<file path="src/rtl/tinyriscv_pkg.sv">
// tinyriscv_pkg: shared bus types, hold levels and fetch constants
package tinyriscv_pkg;

   typedef logic [31:0] InstBus;
   typedef logic [31:0] InstAddrBus;
   typedef logic [2:0]  Hold_Flag_Bus;

   localparam Hold_Flag_Bus Hold_None = 3'b000;
   localparam Hold_Flag_Bus Hold_Pc   = 3'b001;
   localparam Hold_Flag_Bus Hold_If   = 3'b010;
   localparam Hold_Flag_Bus Hold_Id   = 3'b011;

   localparam InstBus     INST_NOP     = 32'h0000_0001;
   localparam InstAddrBus ZeroWord     = 32'h0000_0000;
   localparam InstAddrBus CpuResetAddr = 32'h0000_0000;

   typedef enum logic [1:0] {
      REQ     = 2'd0,
      WAIT    = 2'd1,
      DISCARD = 2'd2
   } fetch_state_e;

endpackage

</file>
<file path="src/rtl/ifu_fetch_ctrl.sv">
// ifu_fetch_ctrl: PC, single-outstanding instruction fetch and 1-entry buffer feeding IF/ID
module ifu_fetch_ctrl
   import tinyriscv_pkg::*;
(
   input  logic        clk,
   input  logic        rst,
   input  logic        jump_flag_i,
   input  logic [31:0] jump_addr_i,
   input  logic [2:0]  hold_flag_i,
   output logic        ibus_req_o,
   output logic [31:0] ibus_addr_o,
   input  logic        ibus_gnt_i,
   input  logic        ibus_rvalid_i,
   input  logic [31:0] ibus_rdata_i,
   output logic [31:0] inst_o,
   output logic [31:0] inst_addr_o,
   output logic        hold_req_o
);

   fetch_state_e r_state;
   InstAddrBus   r_pc;
   InstAddrBus   r_inflight_addr;
   InstAddrBus   r_buf_addr;
   InstBus       r_buf_inst;
   logic         r_buf_valid;
   logic         w_hold_en;
   logic         w_req;
   logic         w_consume;
   logic         w_unused;

   assign w_unused = ^jump_addr_i[1:0];

   // request only with an empty buffer or one that IF/ID drains this edge
   always_comb begin
      w_hold_en   = hold_flag_i >= Hold_If;
      w_consume   = r_buf_valid && !w_hold_en;
      w_req       = !rst && (r_state == REQ) && (!r_buf_valid || !w_hold_en);
      ibus_req_o  = w_req;
      ibus_addr_o = r_pc;
      inst_o      = r_buf_valid ? r_buf_inst : INST_NOP;
      inst_addr_o = r_buf_valid ? r_buf_addr : ZeroWord;
      hold_req_o  = !r_buf_valid;
   end

   // fetch FSM, PC and buffer; a jump overrides everything except reset
   always_ff @(posedge clk) begin
      if (rst) begin
         r_state         <= REQ;
         r_pc            <= CpuResetAddr;
         r_buf_valid     <= 1'b0;
         r_buf_inst      <= INST_NOP;
         r_buf_addr      <= ZeroWord;
         r_inflight_addr <= ZeroWord;
      end else if (jump_flag_i) begin
         r_pc        <= {jump_addr_i[31:2], 2'b00};
         r_buf_valid <= 1'b0;
         if (r_state == REQ)
            r_state <= (w_req && ibus_gnt_i) ? DISCARD : REQ;
         else
            r_state <= ibus_rvalid_i ? REQ : DISCARD;
      end else begin
         if (w_consume)
            r_buf_valid <= 1'b0;
         case (r_state)
            REQ: if (w_req && ibus_gnt_i) begin
               r_inflight_addr <= r_pc;
               r_state         <= WAIT;
            end
            WAIT: if (ibus_rvalid_i) begin
               r_buf_inst  <= ibus_rdata_i;
               r_buf_addr  <= r_inflight_addr;
               r_buf_valid <= 1'b1;
               r_pc        <= r_pc + 32'd4;
               r_state     <= REQ;
            end
            DISCARD: if (ibus_rvalid_i)
               r_state <= REQ;
            default: r_state <= REQ;
         endcase
      end
   end

endmodule

</file>
<file path="config.mk">
export PLATFORM = sky130hd
export DESIGN_NAME = ifu_fetch_ctrl
export DESIGN_NICKNAME = d
export VERILOG_FILES = /design/src/rtl/tinyriscv_pkg.sv /design/src/rtl/ifu_fetch_ctrl.sv
export SDC_FILE = /design/constraint.sdc
export NUM_CORES = 1
export LEC_CHECK = 0
export CORE_UTILIZATION = 53
export CTS_BUF_LIST = sky130_fd_sc_hd__clkbuf_2
export DETAILED_ROUTE_END_ITERATION = 7
export GPL_TIMING_DRIVEN = 0
export HOLD_SLACK_MARGIN = 0.06
export PLACE_DENSITY = 0.85
export SETUP_SLACK_MARGIN = 0.15
export SYNTH_ARGS = -nofsm -noshare
export SYNTH_HDL_FRONTEND = slang
export SYNTH_SLANG_ARGS = --single-unit
export TNS_END_PERCENT = 1
</file>
<file path="constraint.sdc">
create_clock -name clk -period 6.1 [get_ports clk]
set_clock_uncertainty 0.2 [all_clocks]
set_input_delay 0.915 -clock clk [delete_from_list [all_inputs] [get_ports clk]]
set_output_delay 0.915 -clock clk [all_outputs]
set_load 0.05 [all_outputs]
</file>
Yosys cells after proc, flatten, opt, wreduce, memory -nomap -nowiden. Index checks and enable logic that the tools add are counted.

Bits in registers: 131. Input port bits: 72. Output and inout port bits: 98. Logic and storage cells: 47.

Add/subtract/negate cells: 1. Order comparisons: 1. Equality and inequality tests: 4. Muxes and demuxes: 15. Bitwise logic cells: 1. Reduce and logical (&&, ||, !) cells: 18.

Operators with widths (number): $mux W32 (5); $add A32 B3 Y32 const B (1); $mux W2 (6); $reduce_and A2 Y1 (3); $reduce_and A3 Y1 (2); $logic_and A1 B1 Y1 (4); $pmux W2 S2 (1); $reduce_bool A2 Y1 (2); $reduce_or A2 Y1 (2); $ge A3 B2 Y1 const B (1); $logic_not A1 Y1 (3); $mux W1 (3); $ne A3 B1 Y1 const B (1); $ne A3 B2 Y1 const B (1); $eq A2 B1 Y1 const B (1); $eq A2 B2 Y1 const B (1); $logic_not A2 Y1 (1); $logic_or A1 B1 Y1 (1); $not A1 Y1 (1).

Depth between registers and ports, before layout. Gate-level depths: netlist (run 1).

Word-level depth: 8. Gate-level depth with buffers: 7. Gate-level depth less buffers: 6.

Worst setup path before layout (run 1). No wires, ideal clock.

Path type: input to output. From: in hold_flag_i[2]. To: out ibus_req_o. Arrival time: 1.649 ns. Required time: 4.985 ns. Slack: 3.336 ns. Stages: 2. Path buffers: 0. Cells stage by stage: o21ai_0 -> and2_1.

Cells in the longest elaborated chain, start to end: 4.

RTL lines: start, declared (line ifu_fetch_ctrl.sv:9) `input logic [2:0] hold_flag_i,`; $ge A3 B2 Y1 (line ifu_fetch_ctrl.sv:35) `w_hold_en = hold_flag_i >= Hold_If;`; $logic_not A1 Y1 (line ifu_fetch_ctrl.sv:37) `w_req = !rst && (r_state == REQ) && (!r_buf_valid || !w_hold_en);`; $logic_or A1 B1 Y1 (line ifu_fetch_ctrl.sv:37); $logic_and A1 B1 Y1 (line ifu_fetch_ctrl.sv:37); end, declared (line ifu_fetch_ctrl.sv:10) `output logic ibus_req_o,`.

Every way passes these cells.

Final worst setup path (run 1).
From: reg r_buf_valid. To: out inst_addr_o[9].

Cells in the longest elaborated chain, start to end: 1.

RTL lines: start, declared (line ifu_fetch_ctrl.sv:25) `logic r_buf_valid;`; start signal, assigned (line ifu_fetch_ctrl.sv:50) `r_buf_valid <= 1'b0;`; start signal, assigned (line ifu_fetch_ctrl.sv:56) `r_buf_valid <= 1'b0;`; start signal, assigned (line ifu_fetch_ctrl.sv:63) `r_buf_valid <= 1'b0;`; $mux W32 (line ifu_fetch_ctrl.sv:41) `inst_addr_o = r_buf_valid ? r_buf_addr : ZeroWord;`; end, declared (line ifu_fetch_ctrl.sv:16) `output logic [31:0] inst_addr_o,`.

Every way passes these cells.

==> flow_metrics.tcl, run 1 <==
set metrics [dict create \
    status "completed" \
    fillers 794 \
    cts.sinks 125 \
    worstReg2RegStart "r_state[1]" \
    hold_path.class "reg2reg" \
    hpwlAfterDp_mm 11.97 \
    synth_cell_types 49 \
    final.setup.tns_ps 0 \
    post_cts_buffers 0 \
    dr.max_layer_used "met4" \
    syn_inst 703 \
    worst-slew-pin-transition_ps 726.1 \
    rsz0062_at_grt "no" \
    synth_top_area_frac 0.4389 \
    cts_tree "yes" \
    grt_pass1_wl_mm 25.96 \
    async_reset_ff_frac 0 \
    die_y_um 105.7 \
    min_to "r_buf_addr[25]" \
    crit_chain "clkbuf_1 > clkbuf_1 > and2_1 > clkdlybuf4s50_1" \
    clkTransAtPathRegs_ps 210 \
    crit_arrival_ps 2880 \
    cts_resized 0 \
    cpMostUsedCell "clkbuf_1" \
    initial_core_util 0.5498 \
    ys.flop_type "dfxtp_1" \
    post-route-util 0.7443 \
    insertion_delay_ps 670 \
    r2r_end "r_buf_addr[5]" \
    routed_via_density 5.573 \
    cts.path.max_buffers 2 \
    crit_path_start_kind "flop" \
    grt_overflow 0 \
    io_buffers 160 \
    drcViolationCount 0 \
    drive_above_1_share 0.06355 \
    ant_nets 0 \
    avgSynthCellArea_um2 8.111 \
    syn_to_final_growth_pct 35.37 \
    power_density_nw_per_um2 209.9 \
    dr_wl_met2_mm 7.991 \
    period_needed_ps 3999 \
    p_leak_nw 2.868 \
    maxSlewViolCount 0 \
    groute.usage.overall 0.2921 \
    setup_viol 0 \
    htree_num_levels 4 \
    synth_edf_count 0 \
    place_area_um2 7485 \
    yosysSeqAreaShare 0.4389 \
    die-area_um2 11180 \
    min_from "r_inflight_addr[25]" \
    ff2ff_path_depth 7 \
    fp-row-count 37 \
    post_drt_wl_per_cell_um 15.83 \
    critical_path_class "reg2out" \
    final_nets 960 \
    fmax_mhz 250.1 \
    die_w_um 105.7 \
    totalWireLength_mm 16.36 \
    cp_max_fo 10 \
    final_area_um2 7719 \
    post-synth-top-count-cell "nand2_1" \
    vdd_drop_max_mv 0.1221 \
    slew-limit-headroom 0.5142 \
    grt_pass1_vias 5401 \
    firstDrtPassIters 5 \
    holdPathStages 2 \
    ys_top_cells_by_area "dfxtp_1 (44%), nand2_1 (9.6%), and2_1 (7.1%)" \
    drt_first_iter_violations 373 \
    crit_path_top_delay_cell "clkdlybuf4s50_1" \
    grt_max_degree 17 \
    max-cap-violations 0 \
    place.gp.congestion 0.8854 \
    core_um2 10370 \
    cts_buffers 17 \
    ys_ff_latch 125 \
    synth_top_cell_by_area "dfxtp_1" \
    yosys_warnings 0 \
    crit_path_end_kind "output pin" \
    synthTopCellsByCount "nand2_1 (146), dfxtp_1 (125), a21oi_1 (68)" \
    r2r_slack_ps 3470 \
    cts_hold_buf 0 \
    wl_met1_mm 6.787 \
    critPathMaxStageDelay_ps 810 \
    n_antenna_cell 0 \
    synth_area_um2 5702 \
    vias 5757 \
    antenna_found_initial 0 \
    cts_root_buf "clkbuf_2" \
    ios 170 \
    hold_violations 0 \
    required_ps 4980 \
    post-route-period-util 0.6555 \
    wl_met3_mm 1.140 \
]
## layer usage
metal,vias up,global-route usage
met2,273,0.5019
li1,2769,-
met5,-,0
met4,0,0.1131
met3,36,0.05813
met1,2679,0.3584
## cells by family after synthesis
kind of cell	Yosys count	share of synthesized area
adder cells (fa/ha/maj)	3	0.006584
flip-flops	125	0.4389
AO/OA/AOI/OAI	118	0.1233
buffers and inverters	64	0.05244
multiplexers	31	0.05442
AND/OR/NAND/NOR	353	0.3114
other	1	0.0006577
XOR/XNOR	8	0.01229
## sequential cells by signal, indices dropped and copies added (netlist names)
register and count:
r_buf_inst 32, ibus_addr_o 30, r_buf_addr 30, r_inflight_addr 30
r_state 2, r_buf_valid 1
## layout make-up
cell class | count | area [µm²] | share of cell area
plain buffers | 53 | 257.7 | 0.03339
clock buffers | 18 | 90.09 | 0.01167
clock inverters | 13 | 143.9 | 0.01864
inverters | 11 | 41.29 | 0.005349
multi-input cells | 517 | 2912 | 0.3772
flip-flops and latches | 125 | 2502 | 0.3242
well taps | 136 | 170.2 | 0.02205
repair buffers | 160 | 1602 | 0.2075
## worst max-delay path, delay by kind of cell, from the launching register on
kind | cells | cell delay [ps]
and+or+nand+nor | 1 | 200
buffers and inverters | 3 | 1690
DFF | 1 | 340
## cells in the final DEF (no fill, tap or decap), types with 3 or more instances in the layout
cell	count
nand4_1	7
ha_1	3
a311oi_1	12
and4_1	9
conb_1	4
buf_4	9
xnor2_1	8
buf_2	5
buf_1	3
nor3b_1	4
nand2_1	146
o21ai_0	14
dfxtp_1	125
nor2_1	53
a2111oi_0	3
nor2b_1	3
or3_1	8
clkinv_4	3
nor4_1	9
clkbuf_2	19
a21oi_1	68
mux2i_1	31
or4_1	5
a22oi_1	3
a211oi_1	9
o31ai_1	3
nand3_1	19
inv_1	10
clkdlybuf4s50_1	160
and2_1	65
clkbuf_1	33
nor3_1	10
clkinvlp_4	4
## worst max-delay path by stage
stage	start	endpoint	slack [ps]	cells past startpoint
global route	r_buf_valid	inst_addr_o[6]	1880	4
CTS	r_buf_valid	inst_addr_o[9]	2050	4
floorplan	hold_flag_i[2]	ibus_req_o	3340	2
detailed placement	hold_flag_i[1]	ibus_req_o	2260	4
global placement	hold_flag_i[2]	ibus_req_o	2270	4
finish	r_buf_valid	inst_addr_o[9]	2100	4
## stage by stage
step | total power [mW] | worst slack [ps] | hold WS (ps) | std cells
2_1_floorplan | 1.011 | 3336 | 228.9 | 706
3_3_place_gp | 1.110 | 2266 | 237.6 | 1002
3_5_place_dp | 1.116 | 2262 | 243.3 | 1002
4_1_cts | 1.618 | 2054 | 251.3 | 1033
5_1_grt | 1.672 | 1879 | 266.7 | 1033
6_report | 1.620 | 2101 | 245.0 | 1033
## report_power, final
group          switching (mW)  total, mW  internal, mW
Sequential             0.0320      0.871         0.839
Clock                   0.328      0.517         0.189
Combinational           0.133      0.232        0.0984
Total                   0.493       1.62          1.13
Note: power is estimated with default switching activity, not from simulation.
==> inputs of run 2 (changes only) <==
--- a/config.mk
+++ b/config.mk
@@ -5,12 +5,12 @@
 export SDC_FILE = /design/constraint.sdc
 export NUM_CORES = 1
 export LEC_CHECK = 0
-export CORE_UTILIZATION = 53
+export CORE_UTILIZATION = 44
 export CTS_BUF_LIST = sky130_fd_sc_hd__clkbuf_2
 export DETAILED_ROUTE_END_ITERATION = 7
 export GPL_TIMING_DRIVEN = 0
 export HOLD_SLACK_MARGIN = 0.06
-export PLACE_DENSITY = 0.85
+export PLACE_DENSITY = 0.74
 export SETUP_SLACK_MARGIN = 0.15
 export SYNTH_ARGS = -nofsm -noshare
 export SYNTH_HDL_FRONTEND = slang
==> constraint.sdc (replaced) <==
create_clock -name clk -period 3.35 [get_ports clk]
set_clock_uncertainty 0.2 [all_clocks]
set_input_delay 0.5025 -clock clk [delete_from_list [all_inputs] [get_ports clk]]
set_output_delay 0.5025 -clock clk [all_outputs]
set_load 0.05 [all_outputs]
==> run 2 against run 1 <==
Net effect:
- sequential power increased by 83%
- combinational power is 81% higher
- global-route usage fell by 4.6 points
- critical path type unchanged
- highest routed layer unchanged
==> flow_metrics.tcl, run 2 (same netlist as run 1, synthesis figures left out) <==
set metrics [dict create \
    status "completed" \
    crit_path_top_delay_cell "clkdlybuf4s50_1" \
    ios 170 \
    max-cap-violations 0 \
    vdd_drop_max_mv 0.2243 \
    hpwlAfterDp_mm 12.25 \
    clkTransAtPathRegs_ps 180 \
    drive_above_1_share 0.06452 \
    dpl_worst_slack_ps 244.7 \
    totalWireLength_mm 16.45 \
    fmax_mhz 328.3 \
    die_y_um 115.8 \
    syn_to_final_growth_pct 35.62 \
    cts.path.max_buffers 2 \
    drt_first_iter_violations 301 \
    initial_core_util 0.4518 \
    cts.sinks 125 \
    critical_path_class "reg2out" \
    die_w_um 115.8 \
    hold_violations 0 \
    crit_path_start_kind "flop" \
    htree_num_levels 4 \
    io_buffers 160 \
    power_density_nw_per_um2 393.3 \
    final_nets 961 \
    final.setup.tns_ps 0 \
    post-route-period-util 0.9092 \
    grt_max_degree 17 \
    grt_pass1_wl_mm 25.48 \
    mostFrequentLayoutCells "nand2_1 (146), dfxtp_1 (125), clkdlybuf4s50_1 (100), a21oi_1 (68), and2_1 (65)" \
    fp-row-count 41 \
    cp_max_fo 10 \
    vias 5684 \
    routed_via_density 5.307 \
    groute.usage.overall 0.2462 \
    required_ps 2650 \
    setup_viol 0 \
    period_needed_ps 3046 \
    p_leak_nw 3.190 \
    post_drt_wl_per_cell_um 15.36 \
    grt_overflow 0 \
    setup_ws_ps 304.1 \
    cts_root_buf "clkbuf_2" \
    critPathMaxStageDelay_ps 700 \
    place.gp.congestion 0.8552 \
    ant_nets 0 \
    n_antenna_cell 0 \
    crit_arrival_ps 2340 \
    cts_buffers 17 \
    crit_chain "clkbuf_2 > clkbuf_1 > inv_1 > clkdlybuf4s50_1" \
    rsz0062_at_grt "no" \
    maxSlewViolCount 0 \
    largest_reg_flops 32 \
    drcViolationCount 0 \
    slew-limit-headroom 0.4342 \
    cts_tree "yes" \
    die-area_um2 13420 \
    core_um2 12620 \
    firstDrtPassIters 5 \
    grt_pass1_vias 5309 \
    insertion_delay_ps 670 \
    hold_path.class "in2reg" \
    final_common_cell "nand2_1" \
    crit_path_end_kind "output pin" \
    worst-slew-pin-transition_ps 845.5 \
    holdWs_ps 157.7 \
    antenna_found_initial 0 \
    regMostFlops "r_buf_inst" \
]
==> run 2: stage by stage <==
stage | utilization | power, mW | area, µm² | cells
after floorplan | - | 1.840 | 5713 | 706
after global placement | 0.5967 | 2.027 | 7530 | 1038
after detailed placement | 0.5967 | 2.034 | 7530 | 1038
after CTS | 0.6127 | 3.052 | 7732 | 1071
after global routing | 0.6127 | 3.156 | 7732 | 1071
final | 0.6127 | 3.041 | 7732 | 1071
==> run 2: report_power, final <==
group | internal (mW) | switching [mW] | leakage [nW]
Clock | 0.481 | 0.553 | 0.154
Combinational | 0.179 | 0.242 | 2.02
Sequential | 1.53 | 0.0586 | 1.02
==> run 2: routing by layer <==
metal  vias to the layer above  GRT usage  wire length (µm)
li1                       2783          -                 -
met4                         0     0.1111               465
met3                        28    0.06172              1110
met1                      2646     0.2945              6970
met5                         -          0                 0
met2                       227     0.4167              7900
==> run 2: layout make-up <==
cell class	count	area, µm²
plain buffers	53	260.3
clock inverters	14	175.2
repair buffers	161	1536
flip-flops and latches	125	2502
inverters	11	41.29
multi-input cells	517	2912
well taps	172	215.2
fillers	1182	4887
clock buffers	18	90.09
==> run 2: critical path: cells and delay by family, from the launching register on <==
family                 cells  cell delay (ps)
buffers and inverters      4             1340
DFF                        1              340
==> run 2: final timing paths <==
| path | start | endpoint | slack [ps] | cells past startpoint |
|---|---|---|---|---|
| worst max register to register | r_state[1] | r_buf_addr[6] | 620 | 7 |
| worst min register to register | r_inflight_addr[8] | r_buf_addr[8] | 250 | 2 |
| worst min-delay path | ibus_rdata_i[1] | r_buf_inst[1] | 160 | 3 |
| worst max-delay path | r_buf_valid | hold_req_o | 300 | 4 |
==> run 2: timing repair <==
| action | CTS | global route |
|---|---|---|
| buffers inserted | 0 | 0 |
| hold endpoints to repair | 4 | 0 |
| hold buffers | 1 | 0 |
| endpoints found under the setup margin | 63 | 0 |
| gates resized for setup | 62 | 0 |
==> inputs of run 3 (changes only) <==
--- a/config.mk
+++ b/config.mk
@@ -7,6 +7,7 @@
 export LEC_CHECK = 0
 export CORE_UTILIZATION = 44
 export CTS_BUF_LIST = sky130_fd_sc_hd__clkbuf_2
+export CTS_CLUSTER_SIZE = 28
 export DETAILED_ROUTE_END_ITERATION = 7
 export GPL_TIMING_DRIVEN = 0
 export HOLD_SLACK_MARGIN = 0.06
==> results of run 3 <==
The final DEF is identical to that of run 2; final timing and power are the same.
